`src/rtl/if_pkg.sv`:
```
// Shared widths, NOP encoding and the fetch-buffer payload for the instruction fetch stage.
package if_pkg;

  localparam int unsigned PC_W    = 16;
  localparam int unsigned INSTR_W = 32;

  localparam logic [INSTR_W-1:0] NOP_INSTR = 32'h00000013;

  typedef struct packed {
    logic [PC_W-1:0]    pc;
    logic [INSTR_W-1:0] instr;
  } fetch_entry_t;

endpackage

```
`src/rtl/if_fetch_fifo.sv`:
```
// Two-entry {pc, instr} buffer between instruction memory and the decode output register.
module if_fetch_fifo
  import if_pkg::*;
(
  input  logic         clk,
  input  logic         rst_n,
  input  logic         push,
  input  fetch_entry_t push_data,
  input  logic         pop,
  input  logic         flush,
  output fetch_entry_t head_c,
  output logic [1:0]   count
);

  fetch_entry_t mem [2];
  logic         wr_ptr;
  logic         rd_ptr;

  assign head_c = mem[rd_ptr];

  // Flush wins; push and pop may occur in the same cycle.
  always_ff @(posedge clk or negedge rst_n) begin
    if (!rst_n) begin
      mem[0] <= '0;
      mem[1] <= '0;
      wr_ptr <= 1'b0;
      rd_ptr <= 1'b0;
      count  <= 2'd0;
    end else if (flush) begin
      wr_ptr <= 1'b0;
      rd_ptr <= 1'b0;
      count  <= 2'd0;
    end else begin
      if (push) begin
        mem[wr_ptr] <= push_data;
        wr_ptr      <= ~wr_ptr;
      end
      if (pop) begin
        rd_ptr <= ~rd_ptr;
      end
      count <= count + 2'(push) - 2'(pop);
    end
  end

endmodule

```
`src/rtl/if_fetch_unit.sv`:
```
// RV32I instruction fetch: PC, credit-limited imem requests, response buffering and redirect flush.
// Optional IF_PERF_CNT_EN adds saturating perf_fetched / perf_flushed counters.
module if_fetch_unit
  import if_pkg::*;
#(
  parameter logic [PC_W-1:0] RESET_PC        = 16'h0000,
  parameter int unsigned     MAX_OUTSTANDING = 2
) (
  input  logic               clk,
  input  logic               rst_n,
  output logic               imem_req,
  output logic [PC_W-1:0]    imem_addr,
  input  logic               imem_gnt,
  input  logic               imem_rvalid,
  input  logic [INSTR_W-1:0] imem_rdata,
  input  logic               redirect_valid,
  input  logic [PC_W-1:0]    redirect_pc,
  input  logic               stall,
  output logic               id_valid,
  output logic [INSTR_W-1:0] id_instr,
  output logic [PC_W-1:0]    id_pc
`ifdef IF_PERF_CNT_EN
  ,
  output logic [15:0]        perf_fetched,
  output logic [15:0]        perf_flushed
`endif
);

  logic [PC_W-1:0] pc;
  logic [1:0]      outstanding;
  logic [1:0]      discard;
  logic [PC_W-1:0] tag_q [2];
  logic            tag_wr;
  logic            tag_rd;

  fetch_entry_t    fifo_head;
  fetch_entry_t    rsp_entry;
  logic [1:0]      fifo_count;
  logic            fifo_push;
  logic            fifo_pop;
  logic            req_fire;
  logic            rsp_valid;
  logic            rsp_keep;
  logic [1:0]      out_next;
  logic            unused_redirect_lsb;

  assign unused_redirect_lsb = ^redirect_pc[1:0];

  // Credit counts in-flight plus buffered words; the output register is not part of it.
  assign imem_req  = rst_n && !redirect_valid &&
                     ((32'(outstanding) + 32'(fifo_count)) < MAX_OUTSTANDING);
  assign imem_addr = pc;

  assign req_fire  = imem_req && imem_gnt;
  assign rsp_valid = imem_rvalid && (outstanding != 2'd0);
  assign rsp_keep  = rsp_valid && (discard == 2'd0) && !redirect_valid;
  assign rsp_entry = {tag_q[tag_rd], imem_rdata};
  assign out_next  = outstanding + 2'(req_fire) - 2'(rsp_valid);

  assign fifo_pop  = !redirect_valid && !stall && (fifo_count != 2'd0);
  assign fifo_push = rsp_keep && (stall || (fifo_count != 2'd0));

  if_fetch_fifo u_fifo (
    .clk       (clk),
    .rst_n     (rst_n),
    .push      (fifo_push),
    .push_data (rsp_entry),
    .pop       (fifo_pop),
    .flush     (redirect_valid),
    .head_c    (fifo_head),
    .count     (fifo_count)
  );

  // PC, credit/discard bookkeeping, in-flight tag queue and decode output register.
  always_ff @(posedge clk or negedge rst_n) begin
    if (!rst_n) begin
      pc          <= RESET_PC;
      outstanding <= 2'd0;
      discard     <= 2'd0;
      tag_q[0]    <= '0;
      tag_q[1]    <= '0;
      tag_wr      <= 1'b0;
      tag_rd      <= 1'b0;
      id_valid    <= 1'b0;
      id_instr    <= NOP_INSTR;
      id_pc       <= RESET_PC;
    end else begin
      outstanding <= out_next;
      if (req_fire) begin
        tag_q[tag_wr] <= pc;
        tag_wr        <= ~tag_wr;
      end
      if (rsp_valid) begin
        tag_rd <= ~tag_rd;
      end
      if (redirect_valid) begin
        pc       <= {redirect_pc[PC_W-1:2], 2'b00};
        discard  <= out_next;
        id_valid <= 1'b0;
        id_instr <= NOP_INSTR;
      end else begin
        if (req_fire) begin
          pc <= pc + 16'd4;
        end
        if (rsp_valid && (discard != 2'd0)) begin
          discard <= discard - 2'd1;
        end
        if (!stall) begin
          if (fifo_count != 2'd0) begin
            id_valid <= 1'b1;
            id_instr <= fifo_head.instr;
            id_pc    <= fifo_head.pc;
          end else if (rsp_keep) begin
            id_valid <= 1'b1;
            id_instr <= rsp_entry.instr;
            id_pc    <= rsp_entry.pc;
          end else begin
            id_valid <= 1'b0;
            id_instr <= NOP_INSTR;
          end
        end
      end
    end
  end

`ifdef IF_PERF_CNT_EN
  logic        fetched_inc;
  logic [2:0]  flushed_add;
  logic [16:0] flushed_sum;

  assign fetched_inc = !redirect_valid && !stall && ((fifo_count != 2'd0) || rsp_keep);
  assign flushed_add = redirect_valid
                     ? (3'(fifo_count) + 3'(rsp_valid) + 3'(id_valid))
                     : 3'(rsp_valid && (discard != 2'd0));
  assign flushed_sum = 17'(perf_flushed) + 17'(flushed_add);

  // Saturating event counters.
  always_ff @(posedge clk or negedge rst_n) begin
    if (!rst_n) begin
      perf_fetched <= 16'd0;
      perf_flushed <= 16'd0;
    end else begin
      if (fetched_inc && (perf_fetched != 16'hFFFF)) begin
        perf_fetched <= perf_fetched + 16'd1;
      end
      perf_flushed <= flushed_sum[16] ? 16'hFFFF : flushed_sum[15:0];
    end
  end
`endif

  rvalid_needs_credit: assert property (@(posedge clk) disable iff (!rst_n)
    imem_rvalid |-> (outstanding != 2'd0));

endmodule

```
`config.mk`:
```
export PLATFORM = sky130hd
export DESIGN_NAME = if_fetch_unit
export DESIGN_NICKNAME = d
export VERILOG_FILES = /design/src/rtl/if_pkg.sv /design/src/rtl/if_fetch_fifo.sv /design/src/rtl/if_fetch_unit.sv
export SDC_FILE = /design/constraint.sdc
export NUM_CORES = 1
export LEC_CHECK = 0
export BUFFER_PORTS_ARGS = -buffer_cell sky130_fd_sc_hd__buf_2
export CAP_MARGIN = 5
export CORE_MARGIN = 4
export CORE_UTILIZATION = 45
export DETAILED_ROUTE_END_ITERATION = 7
export GPL_TIMING_DRIVEN = 1
export PLACE_DENSITY = 0.67
export RECOVER_POWER = 50
export SYNTH_ARGS = -nofsm -noshare
export SYNTH_HDL_FRONTEND = slang
export SYNTH_HIERARCHICAL = 1
export SYNTH_SLANG_ARGS = --single-unit
```
`constraint.sdc`:
```
create_clock -name clk -period 3.4 [get_ports clk]
set_input_delay 0.17 -clock clk [delete_from_list [all_inputs] [get_ports clk]]
set_output_delay 0.17 -clock clk [all_outputs]
set_load 0.01 [all_outputs]
```
==> results of run 1 <==
[sequential cells by signal, summed over array words and instances (netlist names), 2 cells and up]
signal / flops
imem_addr: 14
u_fifo/mem: 96
id_instr: 32
id_pc: 16
tag_q: 28
u_fifo/count: 2
discard: 2
outstanding: 2
[report_power, final]
| part | switching [mW] | internal [mW] | leakage [nW] |
|---|---|---|---|
| sequential | 0.420 | 3.00 | 2.60 |
| combinational | 0.873 | 1.07 | 2.45 |
| clock | 0.914 | 1.13 | 0.300 |
| total | 2.21 | 5.20 | 5.34 |
[logic make-up (layout without fill, tap and decap cells)]
logic type / count (synthesis) / in the layout / synth area share
compound gates: 79 / 79 / 0.0713
xor+xnor: 7 / 7 / 0.00841
fa+ha+maj: 7 / 7 / 0.0106
buf+inv: 81 / 241 / 0.0458
flops: 197 / 197 / 0.552
mux: 201 / 201 / 0.255
other cells: 1 / 6 / 0.000420
simple gates: 93 / 93 / 0.0559
[worst max-delay path, cell delays in order, from the launching register on]
cell     delay (ps)
dfrtp_1         420
and2_1          160
fa_1            480
nor4b_4         320
nand2_2         230
or2_1           580
mux2_4          420
[cells in the mapped netlist, drive strengths merged, types with 2 or more instances]
cell / number
o21bai: 3
inv: 39
and2: 2
buf: 26
mux2i: 16
a31o: 2
nor2b: 3
nand4: 4
a221o: 6
nand2b: 2
nor2: 17
clkbuf: 16
or2: 3
and3: 3
nand3: 9
nor3: 4
nand3b: 2
a22o: 2
xnor2: 6
ha: 6
o22a: 3
nor3b: 2
dfrtp: 194
o311ai: 3
nor4: 3
dfstp: 3
a222oi: 29
nand2: 36
or4: 2
o211ai: 2
o21ai: 23
mux2: 185
[layout make-up]
| type | instances | area (sq um) |
|---|---|---|
| sequential | 197 | 4930 |
| fill | 1654 | 8780 |
| timing repair buffer | 170 | 1050 |
| multi-input combinational | 393 | 3620 |
| clock buffer | 18 | 439 |
| tap | 265 | 332 |
| inverter | 39 | 146 |
| clock inverter | 14 | 163 |
[metal layers]
metal	share of wire	wire, microns	vias up
met5	0.00065	13	-
li1	-	-	2719
met2	0.50	10000	131
met1	0.44	8750	2986
met4	0.014	284	2
met3	0.040	803	26
[final timing paths]
check,startpoint,end,slack (ps),cells past startpoint
min in group asynchronous,rst_n,imem_addr[5],210,2
hold / removal,imem_rdata[1],u_fifo/mem[1],30,2
setup / recovery,u_fifo/count[0],tag_q[30],670,6
hold reg to reg,id_valid,id_valid,480,2
setup reg to reg,u_fifo/count[0],tag_q[30],670,6
max in group asynchronous,rst_n,tag_q[21],2000,3
==> metrics.md, run 1 <==
| Metric | Value |
|---|---|
| Hold Path Class | input port to register |
| Hold Fails Final Rpt | 0 |
| Yosys top cell area share | 0.544 |
| Final Cycle Share | 0.803 |
| Synth cell types | 55 |
| Unrepaired setup endpoints after global routing | false |
| Worst Setup Path Type | register to register |
| Leakage | 5.34 nW |
| Met3 usage | 0.0374 |
| Yosys warnings | 6 |
| CTS Root Cell | clkbuf_16 |
| Placed Area | 0.00974 sq mm |
| Detailed Place HPWL | 13.1 mm |
| Port Buf Inserts | 115 |
| Final core utilization | 0.549 |
| Worst rel slew slack | 0.114 |
| Via Count | 5864 |
| VDD IR max | 0.350 mV |
| Critical Path RT | 3710 ps |
| Core footprint | 0.0195 sq mm |
| # IOs | 120 |
| Vias in the first global route | 6214 |
| Overall Power | 7.41 mW |
| Clock period minus worst slack | 2730 ps |
| Slew @ Worst Pin | 1330 ps |
| Clock Path Buffers | 2 |
| Post-CTS sizing | 0 |
| Setup Viol. Count Final | 0 |
| Non-Filler Instances | 1096 |
| Routed len/inst | 18.1 microns |
| Register area share after synthesis | 0.552 |
| Number of synthesized flops with an enable pin | 0 |
| Final setup TNS | 0 ps |
| H-tree Lvls | 4 |
| GRT busiest layer | met2 |
| Share of layout cells above drive strength 1 | 0.333 |
| Antenna viol nets, final | 0 |
| Final slew viol count | 0 |
| Worst EP arrival | 3050 ps |
| First-pass GRT wire length | 32.7 mm |
| CTS tree | yes |
| Chip width | 149 microns |
| Synth Register Bits | 197 |
| Antenna cells | 0 |
| # Max-Cap Violations | 0 |
| Total grt overflow | 0 |
| Largest net degree at the start of global routing | 160 |
| Routability cong. | 0.781 |
| Row cnt | 51 |
| Status | finished clean |
| Antenna violations before repair | 1 |
| Most frequent cells in the layout | 193 x dfrtp_1, 153 x mux2_2, 62 x clkbuf_1 |
| Hold_ws | 26.5 ps |
| Post-CTS Setup Inserts | 0 |
| All-Layer GR Usage | 0.186 |
| Layout Nets | 879 |
| Grt met1 use | 0.240 |
| Clk sink count | 197 |
| Element type at the critical path end | register |
| Average size of a mapped cell | 13.4 sq um |
| CTS Buf Count | 17 |
| CP Max Fanout | 15 |
| Dpl cells | 1022 |
| Vias per cell | 5.35 |
| Synth area leaders | dfrtp_1 54%, mux2_2 19%, a222oi_1 3.3% |
| Die area | 0.0222 sq mm |
| DRC violations left | 0 |
| CTS clk-pin slew, worst paths | 70 ps |
| Initial core utilization | 0.459 |
| Pre-CTS WS | 670 ps |
| CTS Hold Buffers Added | 42 |
| DR pass1 iterations | 7 |
| Area grow syn2layout | 19.7% |
| 1st-iter DRT viols | 430 |
| Highest clock rate | 366 MHz |
| Post-synthesis cell count | 666 |
| Pwr/cell area | 693 mW/mm^2 |
| Clk Latency, worst-skew pair | 440 ps |
| Post-route setup slack | 668 ps |
| Die Y | 149 microns |
| Most common cell after layout, fill and taps aside | dfrtp_1 |
| Top_reg_cell synth | dfrtp_1 |
| Worst Skew | 12.2 ps |
| Finished Cell Area | 0.0107 sq mm |
| GRT met2 Usage | 0.314 |
| Routed WL | 19.9 mm |
| Startpoint types | register |
| Asr flop ratio synth | 1.00 |
| Biggest area consumer among synthesized cells | dfrtp_1 |
| Mapped Area | 0.00893 sq mm |
Note: power is estimated with default switching activity, not from simulation.
==> run 2: changes to the inputs <==
==> constraint.sdc (replaced) <==
create_clock -name clk -period 2.7 [get_ports clk]
set_input_delay 0.135 -clock clk [delete_from_list [all_inputs] [get_ports clk]]
set_output_delay 0.135 -clock clk [all_outputs]
set_load 0.01 [all_outputs]
==> run 2 against run 1 <==
Net effect:
- global-route usage hardly changed
- final cell count increased by 0.91%
- sequential power is 26% higher
- first-iteration DRC count shrank 5.3%
- worst hold slack got worse by 8.2 ps
- non-clock buffer count rose by 10
- clock power up 21%
- setup slack worse by 490 ps
- sequential cell count unchanged
- die area did not move
- largest cell class unchanged
==> metrics.md, run 2 (synthesis gave the netlist of run 1 again) <==
| Metric | Value |
|---|---|
| Clock period minus worst slack | 2530 ps (-205 ps) |
| CP Max Fanout | 15 (unchanged) |
| Clk sink count | 197 (unchanged) |
| Power share of the clock group | 0.262 (-0.013) |
| Leakage | 5.47 nW (+2.4%) |
| Chip width | 149 microns (unchanged) |
| Comb pwr share | 0.278 (+0.015) |
| Detailed Place HPWL | 13.2 mm (+0.31%) |
| Finished Cell Area | 0.0108 sq mm (+1.1%) |
| DRC violations left | 0 (unchanged) |
| # fillers | 1630 (-1.5%) |
| CTS Buf Count | 17 (unchanged) |
| Non-Filler Instances | 1106 (+0.91%) |
| DR pass1 iterations | 8 (+1) |
| # Max-Cap Violations | 0 (unchanged) |
| Vias in the first global route | 6270 (+0.90%) |
| GRT busiest layer | met2 |
| Placed Area | 0.00978 sq mm (+0.39%) |
| Antenna viol nets, final | 0 (unchanged) |
| First-pass GRT wire length | 32.8 mm (+0.42%) |
| Port Buf Inserts | 115 (unchanged) |
| CTS tree | yes |
| Critical Path RT | 3010 ps (-700 ps) |
| Largest register FFs | 96 (unchanged) |
| Cell Int Power | 6.56 mW (+26%) |
| Die Y | 149 microns (unchanged) |
| NetSw | 2.81 mW (+27%) |
| Register area | 0.00493 sq mm (unchanged) |
| Antenna cells | 0 (unchanged) |
| Switching Share | 0.300 (+0.00184) |
| CP cell instances | and2_4 -> fa_1 -> nor4b_4 -> nand2_2 -> or2_1 -> mux2_4 |
| Row cnt | 51 (unchanged) |
| Most common cell after layout, fill and taps aside | dfrtp_1 |
| Startpoint types | register |
| Area grow syn2layout | 21.0% |
| Unrepaired setup endpoints after global routing | false |
| Worst EP arrival | 2840 ps (-210 ps) |
| CP max stage cell | or2_1 |
| Clk Latency, worst-skew pair | 430 ps (about the same) |
| Final Cycle Share | 0.936 (+0.132) |
| Seq pwr share | 0.460 (-0.002) |
| Largest registers | u_fifo/mem x96, id_instr x32, tag_q x28 |
| # IOs | 120 (unchanged) |
| 1st-iter DRT viols | 407 (-5.3%) |
| Routed len/inst | 18.2 microns (+0.24%) |
| Initial core utilization | 0.459 (unchanged) |
| Status | finished clean |
| Setup Viol. Count Final | 0 (unchanged) |
| Most frequent cells in the layout | 193 x dfrtp_1, 153 x mux2_2, 82 x buf_2 |
| Worst Skew | 10.6 ps (-1.54 ps) |
| H-tree Lvls | 4 (unchanged) |
| CP max stage delay | 530 ps (-50 ps) |
| Grt met1 use | 0.247 (+0.00666) |
| Worst rel slew slack | 0.308 (+0.194) |
| Hold Path Class | input port to register |
| Hold_ws | 18.3 ps (-8.23 ps) |
| CTS clk-pin slew, worst paths | 70 ps (about the same) |
| CTS Root Cell | clkbuf_16 |
| Met3 usage | 0.0313 (-0.00608) |
| Layout Nets | 889 (+1.1%) |
| Overall Power | 9.37 mW (+26%) |
| VDD IR max | 0.520 mV (+48%) |
| Dpl cells | 1027 (+0.49%) |
| Vias per cell | 5.35 (about the same) |
| Clock Path Buffers | 2 (unchanged) |
| GRT met2 Usage | 0.314 (about the same) |
| Hold Fails Final Rpt | 0 (unchanged) |
| Element type at the critical path end | register |
| Die area | 0.0222 sq mm (unchanged) |
| Core footprint | 0.0195 sq mm (unchanged) |
| Highest clock rate | 396 MHz (+8.1%) |
| Routed WL | 20.1 mm (+1.2%) |
| Slew @ Worst Pin | 1040 ps (-291 ps) |
| Final setup TNS | 0 ps (unchanged) |
| Largest register by flop count | u_fifo/mem |
| Final slew viol count | 0 (unchanged) |
| Multi-input gate area | 0.00366 sq mm (+0.90%) |
| Total grt overflow | 0 (unchanged) |
| Pwr/cell area | 867 mW/mm^2 (+25%) |
| Largest net degree at the start of global routing | 198 (+24%) |
| Antenna violations before repair | 0 (-1) |
| All-Layer GR Usage | 0.186 (+0.000223) |
| Share of layout cells above drive strength 1 | 0.379 (+0.0460) |
| Routability cong. | 0.814 (+4.2%) |
| Worst Setup Path Type | register to register |
| Via Count | 5920 (+0.95%) |
==> run 2: cell count changes in the layout (fill, tap and decap cells not counted), moves of 3 or more <==
cell	change
buf_2	+30
clkbuf_1	-28
buf_4	+9
clkinvlp_4	+4
inv_6	-3
==> run 2: path summary, 6_finish.rpt <==
| kind | slack, ps | startpoint | to | cells past startpoint |
|---|---|---|---|---|
| setup reg to reg | 170 | outstanding[0] | tag_q[30] | 6 |
| setup / recovery | 170 | outstanding[0] | tag_q[30] | 6 |
| max in group asynchronous | 1860 | rst_n | u_fifo/rd_ptr | 2 |
| hold reg to reg | 480 | id_pc[10] | id_pc[10] | 2 |
| hold / removal | 20 | redirect_pc[4] | imem_addr[4] | 4 |
| min in group asynchronous | 70 | rst_n | imem_addr[3] | 2 |
==> run 2: cell type report <==
class	count	area share
Sequential cell	197	0.457
Multi-Input combinational cell	393	0.338
Timing Repair Buffer	180	0.107
Clock buffer	20	0.0423
Tap cell	265	0.0307
Inverter	39	0.0136
Clock inverter	12	0.0111
==> run 2: critical path, delay by kind of cell (launching register included) <==
kind / cells / cell delay [ps]
AND/OR/NAND/NOR: 4 / 1100
flip-flops: 1 / 390
multiplexers: 1 / 420
adder cells (fa/ha/maj): 1 / 510
==> run 2: metrics by stage <==
stage | util | worst slack (ps)
6_report | 0.555 | 174
5_1_grt | 0.555 | 35.6
4_1_cts | 0.555 | 80.9
3_5_place_dp | 0.503 | 112
3_3_place_gp | 0.503 | 193
2_1_floorplan | - | 27.3
==> run 2: power groups by stage <==
stage                     registers (mW)  logic [mW]  clock network, mW
after CTS                           4.31        2.58               2.51
after global placement              4.28        2.39                  0
after floorplan                     4.24        1.78                  0
after global routing                4.42        2.87               2.64
after detailed placement            4.36        2.51                  0
final                               4.31        2.61               2.46
==> run 2: repair_timing <==
action                     CTS  global route
resized for setup            0             6
setup endpoints to repair    0             1
setup buffers                0             3
hold buffers                44             0
hold endpoints to repair   105             0
==> run 2: layer usage <==
metal  vias up  wire length, microns  share of wire
met2       119                 10300           0.51
met1      3045                  8850           0.44
met4         0                   221          0.011
li1       2739                     -              -
met3        17                   700          0.035
met5         -                     0              0
